## src/rtl/trace_commit_sink_pkg.sv

```systemverilog
// Shared definitions for the instruction trace sink.
// A trace record is {seq, pc, instr}: instr in the low word, pc above it,
// seq on top. The body (pc + instr) has a fixed width; seq width is a
// parameter of the top, so the full record width is computed with tr_rec_w().
package trace_commit_sink_pkg;

  localparam int unsigned XLEN         = 32;
  localparam int unsigned TR_BODY_W    = 2 * XLEN;

  // Field offsets inside a packed record
  localparam int unsigned TR_INSTR_LSB = 0;
  localparam int unsigned TR_PC_LSB    = XLEN;
  localparam int unsigned TR_SEQ_LSB   = TR_BODY_W;

  // Instruction word used for flush/reset bubbles; never a real retirement
  localparam logic [XLEN-1:0] TR_BUBBLE = '0;

  // Fixed part of a record; field order matches the offsets above
  typedef struct packed {
    logic [XLEN-1:0] pc;
    logic [XLEN-1:0] instr;
  } tr_body_t;

  // Full record width for a given sequence-number width
  function automatic int unsigned tr_rec_w(input int unsigned seq_w);
    return seq_w + TR_BODY_W;
  endfunction

endpackage

```

## src/rtl/trace_commit_sink_fifo.sv

```systemverilog
// Synchronous first-word-fall-through FIFO, register-array storage.
// Ports:
//   clk, rst        clock, asynchronous active-high reset
//   push, din       write request and data; ignored when full unless popping
//   pop             read request; ignored when empty
//   dout            head entry (valid when !empty)
//   full, empty     occupancy flags
//   level           current occupancy, 0..DEPTH
module trace_commit_sink_fifo #(
  parameter int unsigned WIDTH = 80,
  parameter int unsigned DEPTH = 8
) (
  input  logic                         clk,
  input  logic                         rst,
  input  logic                         push,
  input  logic                         pop,
  input  logic [WIDTH-1:0]             din,
  output logic [WIDTH-1:0]             dout,
  output logic                         full,
  output logic                         empty,
  output logic [$clog2(DEPTH):0]       level
);

  localparam int unsigned PTR_W = $clog2(DEPTH);
  localparam int unsigned LVL_W = PTR_W + 1;

  // Pointers rely on natural binary wrap, so DEPTH must be a power of two
  if (DEPTH < 2 || (DEPTH & (DEPTH - 1)) != 0) begin : g_bad_depth
    $error("trace_commit_sink_fifo: DEPTH must be a power of two >= 2");
  end

  logic [WIDTH-1:0] mem [DEPTH];
  logic [PTR_W-1:0] wr_ptr;
  logic [PTR_W-1:0] rd_ptr;
  logic [LVL_W-1:0] level_q;
  logic             pop_ok;
  logic             push_ok;

  assign full  = (level_q == LVL_W'(DEPTH));
  assign empty = (level_q == '0);
  assign level = level_q;
  assign dout  = mem[rd_ptr];

  // A pop frees a slot in the same cycle, so a full FIFO still accepts push
  assign pop_ok  = pop && !empty;
  assign push_ok = push && (!full || pop_ok);

  // Storage; cleared on reset so the head reads zero until the first push
  always_ff @(posedge clk or posedge rst) begin
    if (rst) begin
      for (int i = 0; i < int'(DEPTH); i++) begin
        mem[i] <= '0;
      end
    end else if (push_ok) begin
      mem[wr_ptr] <= din;
    end
  end

  // Pointers and occupancy
  always_ff @(posedge clk or posedge rst) begin
    if (rst) begin
      wr_ptr  <= '0;
      rd_ptr  <= '0;
      level_q <= '0;
    end else begin
      if (push_ok) begin
        wr_ptr <= wr_ptr + PTR_W'(1);
      end
      if (pop_ok) begin
        rd_ptr <= rd_ptr + PTR_W'(1);
      end
      case ({push_ok, pop_ok})
        2'b10:   level_q <= level_q + LVL_W'(1);
        2'b01:   level_q <= level_q - LVL_W'(1);
        default: level_q <= level_q;
      endcase
    end
  end

endmodule

```

## src/rtl/trace_commit_sink.sv

```systemverilog
// Consumer end of the instruction trace path. Captures retired instructions
// at writeback, tags each with a sequence number, buffers them in a FWFT FIFO
// and drains them over a valid/ready trace port. Records that find the FIFO
// full are dropped and show up at the host as a gap in the sequence numbers.
// Ports:
//   clk, rst                     clock, asynchronous active-high reset
//   valid_W, pc_W, instr_W       writeback stage instruction (instr 0 = bubble)
//   tr_ready                     downstream accepts the head record
//   tr_valid, tr_seq, tr_pc,     head record of the trace FIFO
//   tr_instr
//   level                        FIFO occupancy
//   retire_cnt                   retirements seen (wraps)
//   drop_cnt                     records dropped (saturates)
//   overflow                     sticky drop flag
//   clr_ovf                      synchronous clear of overflow and drop_cnt
module trace_commit_sink
  import trace_commit_sink_pkg::*;
#(
  parameter int unsigned DEPTH = 8,
  parameter int unsigned SEQ_W = 16,
  parameter int unsigned CNT_W = 32
) (
  input  logic                   clk,
  input  logic                   rst,
  input  logic                   valid_W,
  input  logic [31:0]            pc_W,
  input  logic [31:0]            instr_W,
  input  logic                   tr_ready,
  output logic                   tr_valid,
  output logic [SEQ_W-1:0]       tr_seq,
  output logic [31:0]            tr_pc,
  output logic [31:0]            tr_instr,
  output logic [$clog2(DEPTH):0] level,
  output logic [CNT_W-1:0]       retire_cnt,
  output logic [CNT_W-1:0]       drop_cnt,
  output logic                   overflow,
  input  logic                   clr_ovf
);

  localparam int unsigned REC_W = tr_rec_w(SEQ_W);

  logic [SEQ_W-1:0] seq_ctr;
  logic [REC_W-1:0] rec_in;
  logic [REC_W-1:0] rec_head;
  tr_body_t         body_in;
  logic             ret;
  logic             pop;
  logic             push;
  logic             drop;
  logic             fifo_full;
  logic             fifo_empty;

  // Retire / push / drop decode
  assign ret  = valid_W && (instr_W != TR_BUBBLE);
  assign pop  = tr_valid && tr_ready;
  assign push = ret && (!fifo_full || pop);
  assign drop = ret && fifo_full && !pop;

  // Record carries the sequence number before this retirement's increment
  assign body_in = '{pc: pc_W, instr: instr_W};
  assign rec_in  = {seq_ctr, body_in};

  trace_commit_sink_fifo #(
    .WIDTH (REC_W),
    .DEPTH (DEPTH)
  ) u_fifo (
    .clk   (clk),
    .rst   (rst),
    .push  (push),
    .pop   (pop),
    .din   (rec_in),
    .dout  (rec_head),
    .full  (fifo_full),
    .empty (fifo_empty),
    .level (level)
  );

  assign tr_valid = !fifo_empty;
  assign tr_seq   = rec_head[TR_SEQ_LSB   +: SEQ_W];
  assign tr_pc    = rec_head[TR_PC_LSB    +: XLEN];
  assign tr_instr = rec_head[TR_INSTR_LSB +: XLEN];

  // Sequence number and retire count advance on every retirement, kept or not
  always_ff @(posedge clk or posedge rst) begin
    if (rst) begin
      seq_ctr    <= '0;
      retire_cnt <= '0;
    end else if (ret) begin
      seq_ctr    <= seq_ctr + SEQ_W'(1);
      retire_cnt <= retire_cnt + CNT_W'(1);
    end
  end

  // Drop accounting; a drop in the same cycle as clr_ovf restarts the count at 1
  always_ff @(posedge clk or posedge rst) begin
    if (rst) begin
      drop_cnt <= '0;
      overflow <= 1'b0;
    end else if (drop) begin
      overflow <= 1'b1;
      if (clr_ovf) begin
        drop_cnt <= CNT_W'(1);
      end else if (drop_cnt != '1) begin
        drop_cnt <= drop_cnt + CNT_W'(1);
      end
    end else if (clr_ovf) begin
      drop_cnt <= '0;
      overflow <= 1'b0;
    end
  end

endmodule

```

## config.mk

```make
export PLATFORM = sky130hd
export DESIGN_NAME = trace_commit_sink
export DESIGN_NICKNAME = d
export VERILOG_FILES = /design/src/rtl/trace_commit_sink_pkg.sv /design/src/rtl/trace_commit_sink_fifo.sv /design/src/rtl/trace_commit_sink.sv
export SDC_FILE = /design/constraint.sdc
export NUM_CORES = 1
export LEC_CHECK = 0
export CELL_PAD_IN_SITES_DETAIL_PLACEMENT = 0
export CELL_PAD_IN_SITES_GLOBAL_PLACEMENT = 2
export CORE_MARGIN = 4
export CORE_UTILIZATION = 44
export CTS_BUF_LIST = sky130_fd_sc_hd__clkbuf_16
export CTS_CLUSTER_SIZE = 40
export DETAILED_ROUTE_END_ITERATION = 10
export GPL_ROUTABILITY_DRIVEN = 0
export PLACE_DENSITY_LB_ADDON = 0.1
export REMOVE_ABC_BUFFERS = 1
export SYNTH_ARGS = -nofsm -noshare
export SYNTH_HDL_FRONTEND = slang
export SYNTH_SLANG_ARGS = --single-unit
```

## constraint.sdc

```tcl
create_clock -name clk -period 30.3 [get_ports clk]
set_clock_uncertainty 0.2 [all_clocks]
set_input_delay 4.545 -clock clk [delete_from_list [all_inputs] [get_ports clk]]
set_output_delay 4.545 -clock clk [all_outputs]
set_load 0.02 [all_outputs]
```

==> metrics, run 1 <==
status finished clean; DR DRC count 0; leakage power 16.2 nW; initial antenna violation count 2; Final TNS setup 0 ns; Root Driver clkbuf_16; global-route wire length before repair 125000 µm; PwrDens 115 nW/µm²; Routed Antenna Nets 0; Worst-Skew Late Latency 0.61 ns; CP Class input pin to register; Slew Limit Fails 0; DRT iter0 DRCs 844; unrepaired setup endpoints after global routing no; met1 global-route usage 26.8%; classification of the worst-slack hold path register to register; initial core utilization 44.7%; CTS Buf Count 81; layout cell share with drive strength beyond 1 26.4%; All-Layer GR Usage 19.7%; grt peak-use layer met2; Final WS setup 21.67 ns; non-filler cells, final 3347; Yosys reg bits 731; Critical Path Start instr_W[16]; drt wl/cell 23.2 µm; Final Hold Vio Count 0; final core occ 51.6%; overall routed net length 77800 µm; pre-CTS setup slack 21.07 ns; Core ar. 74800 µm²; CTS Sinks 731; placed cells 3208; CP startpoint kind input pin; Hold Slack 0.278 ns; CP max FO 41; vias post-DR 19000; H-tree depth 3; GRT overflow 0; Synth Warn # 0; Die ar. 80400 µm²; Post-synth EDFFs 0; largest net degree at the start of global routing 205; drt first pass iters 4; # nets final 2400; Max-cap violations 0; Critical Path RT 30.58 ns; Synth cell types 52; Post-CTS Setup Bufs 0; Clock Pin Slew Worst Setup and Hold Paths 0.06 ns; CTS Hold Bufs 0; vias in the first global route 21200; PortBufs 218; Synth Instances 2153; dpl hpwl 44100 µm; Seq/Total Area, Yosys 54.7%; clock buffer depth 3; Peak VDD IR 0.0600 mV; Finished Cell Area 38600 µm²; Mapped Avg Cell Area 15.5 µm²; Post-DP Area 36200 µm²; worst reg2reg startpoint u_fifo.level[0]; overall power 4.44 mW; Area Overhead vs Synth 15.5%; met3 usage 3.48%; met2 Use GR 33.1%; Row Count 100; min cycle time layout 8.63 ns; period utilization 28.5%; critical path arrival 8.91 ns; height of the chip 284 µm; dominant synthesized flop cell dfrtp_1; CP Capture Type register; # IOs 219; Slew @ Worst Pin 1.23 ns; Resize count post-CTS 0; Min-Delay Startpoint retire_cnt[31]; Async S/R FF share, synth 100%; Post-Synthesis Cell Area 33400 µm²; vias per inst 5.66; Rel. slew slack 17.9%; final setup fails 0; fmax 116 MHz; Horiz. Die Dim 284 µm; CTS tree done
flip-flops by register name, indices dropped and copies added, names as in the netlist:
| name | flops |
|---|---|
| drop_cnt | 32 |
| u_fifo.mem | 640 |
| retire_cnt | 32 |
| u_fifo.wr_ptr | 3 |
| seq_ctr | 16 |
| u_fifo.level | 4 |
| u_fifo.rd_ptr | 3 |
| overflow | 1 |
worst paths after layout:
| check | to | slack [ns] | depth (start not counted) |
|---|---|---|---|
| max | u_fifo.mem[124] | 21.67 | 7 |
| min | retire_cnt[31] | 0.28 | 1 |
| max reg2reg | u_fifo.mem[124] | 26.80 | 6 |
| min reg2reg | retire_cnt[31] | 0.28 | 1 |
| max in group asynchronous | u_fifo.mem[39] | 22.48 | 5 |
| min in group asynchronous | drop_cnt[10] | 4.30 | 2 |
final cells by class:
cell class | count | area (µm²)
tap | 969 | 1210
clock inverter | 53 | 289
inverter | 23 | 93.8
antenna | 2 | 5.00
fill | 6266 | 36200
multi-input combinational | 1243 | 14200
timing repair buffer | 242 | 2390
sequential | 731 | 18300
clock buffer | 84 | 2100
routing by layer:
| layer | part of all wire, % | vias to the layer above |
|---|---|---|
| met5 | 0 | - |
| met4 | 1.8 | 0 |
| li1 | - | 8384 |
| met2 | 49 | 269 |
| met1 | 46 | 10200 |
| met3 | 3.5 | 90 |
cell families after synthesis:
group                      count (synthesis)  share of synthesized area, %
adders and majority gates                  9                         0.359
xor gates and xnor gates                  54                          1.42
DFF                                      731                          54.7
AOI/OAI and AO/OA                         64                          1.28
buffers and inverters                    179                          2.96
and+or+nand+nor                          225                          3.83
muxes                                    891                          35.4
synth_stat cells (all sizes together), types with 3 or more instances:
master  instances  area [µm²]
clkbuf         55         206
and3            7        43.8
inv            23        86.3
o21ai          10        53.8
nand4          26         190
mux4          160        3600
buf           101         696
nor2b          10        62.6
nand2b          4        25.0
xnor2          27         236
nand2          33         131
nand3          28         140
mux2          730        8220
and4            8        70.1
nor2           25        93.8
ha              8         100
or4            22         165
o31ai          20         150
nor3           32         160
dfrtp         731       18300
a21oi          23         115
nor4           20         125
o211ai          3        27.5
xor2           27         236
report_power, final:
group / internal [mW] / total, mW / switching, mW / leakage (nW)
clock: 0.514 / 0.899 / 0.385 / 1.27
sequential: 1.43 / 1.71 / 0.279 / 8.85
combinational: 1.05 / 1.83 / 0.785 / 6.07
total: 2.99 / 4.44 / 1.45 / 16.2
cells in the final DEF (no fill, tap or decap), types with 8 or more instances in the layout:
cell type / count
xnor2_1: 27
o31ai_1: 20
nand3_1: 28
ha_1: 8
nor2_1: 25
nor3_1: 32
clkinv_2: 10
nor4_1: 20
mux2_2: 323
nor2b_1: 10
and4_1: 8
a21oi_1: 23
mux4_2: 160
o21ai_0: 8
dfrtp_1: 728
buf_4: 22
inv_1: 49
nand2_1: 30
nand4_1: 23
clkdlybuf4s50_1: 218
clkinv_1: 10
clkbuf_16: 84
or4_1: 22
xor2_1: 27
mux2_1: 407
worst max-delay path, cell delays in order:
cell and delay [ns]:
clkdlybuf4s50_1 0.61, nor4_1 0.73, nand4_2 0.57, o211ai_2 0.49
nand2b_4 0.74, buf_4 0.75, mux2_1 0.39
Power figures use the tool's default switching activity.
==> inputs of run 2 (changes only) <==
==> constraint.sdc (replaced) <==
create_clock -name clk -period 8.9 [get_ports clk]
set_clock_uncertainty 0.2 [all_clocks]
set_input_delay 1.335 -clock clk [delete_from_list [all_inputs] [get_ports clk]]
set_output_delay 1.335 -clock clk [all_outputs]
set_load 0.02 [all_outputs]
==> metrics, run 2 (synthesis gave the netlist of run 1 again) <==
PortBufs 218; CTS Sinks 731; CTS tree done; Buf/Inv on CP 2; CTS Hold Bufs 0; PwrDens 394 nW/µm²; largest net degree at the start of global routing 179; delay-heaviest family, CP buffers and inverters; Reg with most FFs u_fifo.mem; Clock Pin Slew Worst Setup and Hold Paths 0.06 ns; Min-Delay Startpoint retire_cnt[31]; initial antenna violation count 2; classification of the worst-slack hold path register to register; critical path arrival 3.87 ns; Final TNS setup 0 ns; DR DRC count 0; clock buffer depth 3; vias in the first global route 21100; Reg2Reg Setup Slack 5.36 ns; Post-CTS Setup Bufs 0; final core occ 51.7%; Max-cap violations 0; Worst-Skew Late Latency 0.61 ns; # nets final 2402; fillers 6306; layout cell share with drive strength beyond 1 26.4%; CP startpoint kind register; period utilization 60.7%; most frequent cells in the layout dfrtp_1, mux2_1, mux2_2; Peak VDD IR 0.222 mV; CTS Buf Count 82; unrepaired setup endpoints after global routing no; dpl hpwl 45200 µm; H-tree depth 3; cells along the critical path buf_4, mux4_2, mux2_2, clkdlybuf4s50_1; Hold Slack 0.273 ns; commonest non-fill, non-tap cell in the layout dfrtp_1; CP Capture Type primary output; Final Hold Vio Count 0; Die ar. 80400 µm²; global-route wire length before repair 125000 µm; Resize count post-CTS 0; Reg-to-Reg End u_fifo.mem[437]; worst reg2reg startpoint u_fifo.level[0]; GRT overflow 0; Critical Path RT 7.36 ns; All-Layer GR Usage 19.5%; vias post-DR 19000; fmax 185 MHz; worst hold path stage count 1; drt first pass iters 4; vias per inst 5.66; initial core utilization 44.7%; Rel. slew slack 22.9%; DRT iter0 DRCs 805; Row Count 100; Area Overhead vs Synth 15.9%; Worst R2R Path Depth 6; CP max-delay cell dfrtp_4; Slew Limit Fails 0; CP peak stage delay 0.93 ns; final setup fails 0; height of the chip 284 µm; overall routed net length 77300 µm; status finished clean; # IOs 219; biggest regs u_fifo.mem: 640 flops, drop_cnt: 32 flops, retire_cnt: 32 flops; leakage power 16.2 nW; Routed Antenna Nets 0; CP max FO 62; min cycle time layout 5.40 ns; drt wl/cell 23.0 µm; Root Driver clkbuf_16; Core ar. 74800 µm²; CP Class register to primary output; Horiz. Die Dim 284 µm; Slew @ Worst Pin 1.16 ns; max FFs per register 640; worst-case hold path end point retire_cnt[31]
-- run 2: how the worst max path moves through the flow --
stage,depth (start not counted),start,slack (ns),endpoint
6_report,4,u_fifo.rd_ptr[1],3.50,tr_pc[9]
5_1_grt,4,u_fifo.rd_ptr[0],3.30,tr_pc[9]
4_1_cts,4,u_fifo.rd_ptr[0],3.43,tr_seq[6]
3_5_place_dp,7,instr_W[5],2.98,u_fifo.mem[171]
3_3_place_gp,7,instr_W[4],3.05,u_fifo.mem[204]
2_1_floorplan,1,rst,-13.14,drop_cnt[0]
-- run 2: final cells by class --
class / instances / area (µm²) / share of cell area [%]
sequential: 731 / 18300 / 47.3
multi-input combinational: 1243 / 14200 / 36.6
timing repair buffer: 243 / 2420 / 6.25
clock buffer: 87 / 2180 / 5.62
tap: 969 / 1210 / 3.13
clock inverter: 58 / 317 / 0.818
inverter: 23 / 93.8 / 0.242
antenna: 3 / 7.51 / 0.0194
-- run 2: stage by stage --
stage / setup slack [ns] / power (mW) / cell area (µm²) / instances
after floorplan: -13.14 / 10.3 / 32500 / 1997
after global placement: 3.05 / 12.1 / 36200 / 3209
after detailed placement: 2.98 / 12.3 / 36200 / 3209
after CTS: 3.43 / 15.5 / 38700 / 3354
after global routing: 3.30 / 16.2 / 38700 / 3354
final: 3.50 / 15.3 / 38700 / 3357
-- run 2: metal layers --
metal | up-vias | routed length, µm | track usage, %
li1 | 8388 | - | -
met1 | 10200 | 35600 | 27.2
met5 | - | 13 | 0
met4 | 2 | 1060 | 4.29
met2 | 296 | 37400 | 32.4
met3 | 72 | 3180 | 3.43
-- run 2: report_power, final --
group | switching, mW | internal (mW)
registers | 0.966 | 4.87
logic | 2.69 | 3.57
clock network | 1.33 | 1.83
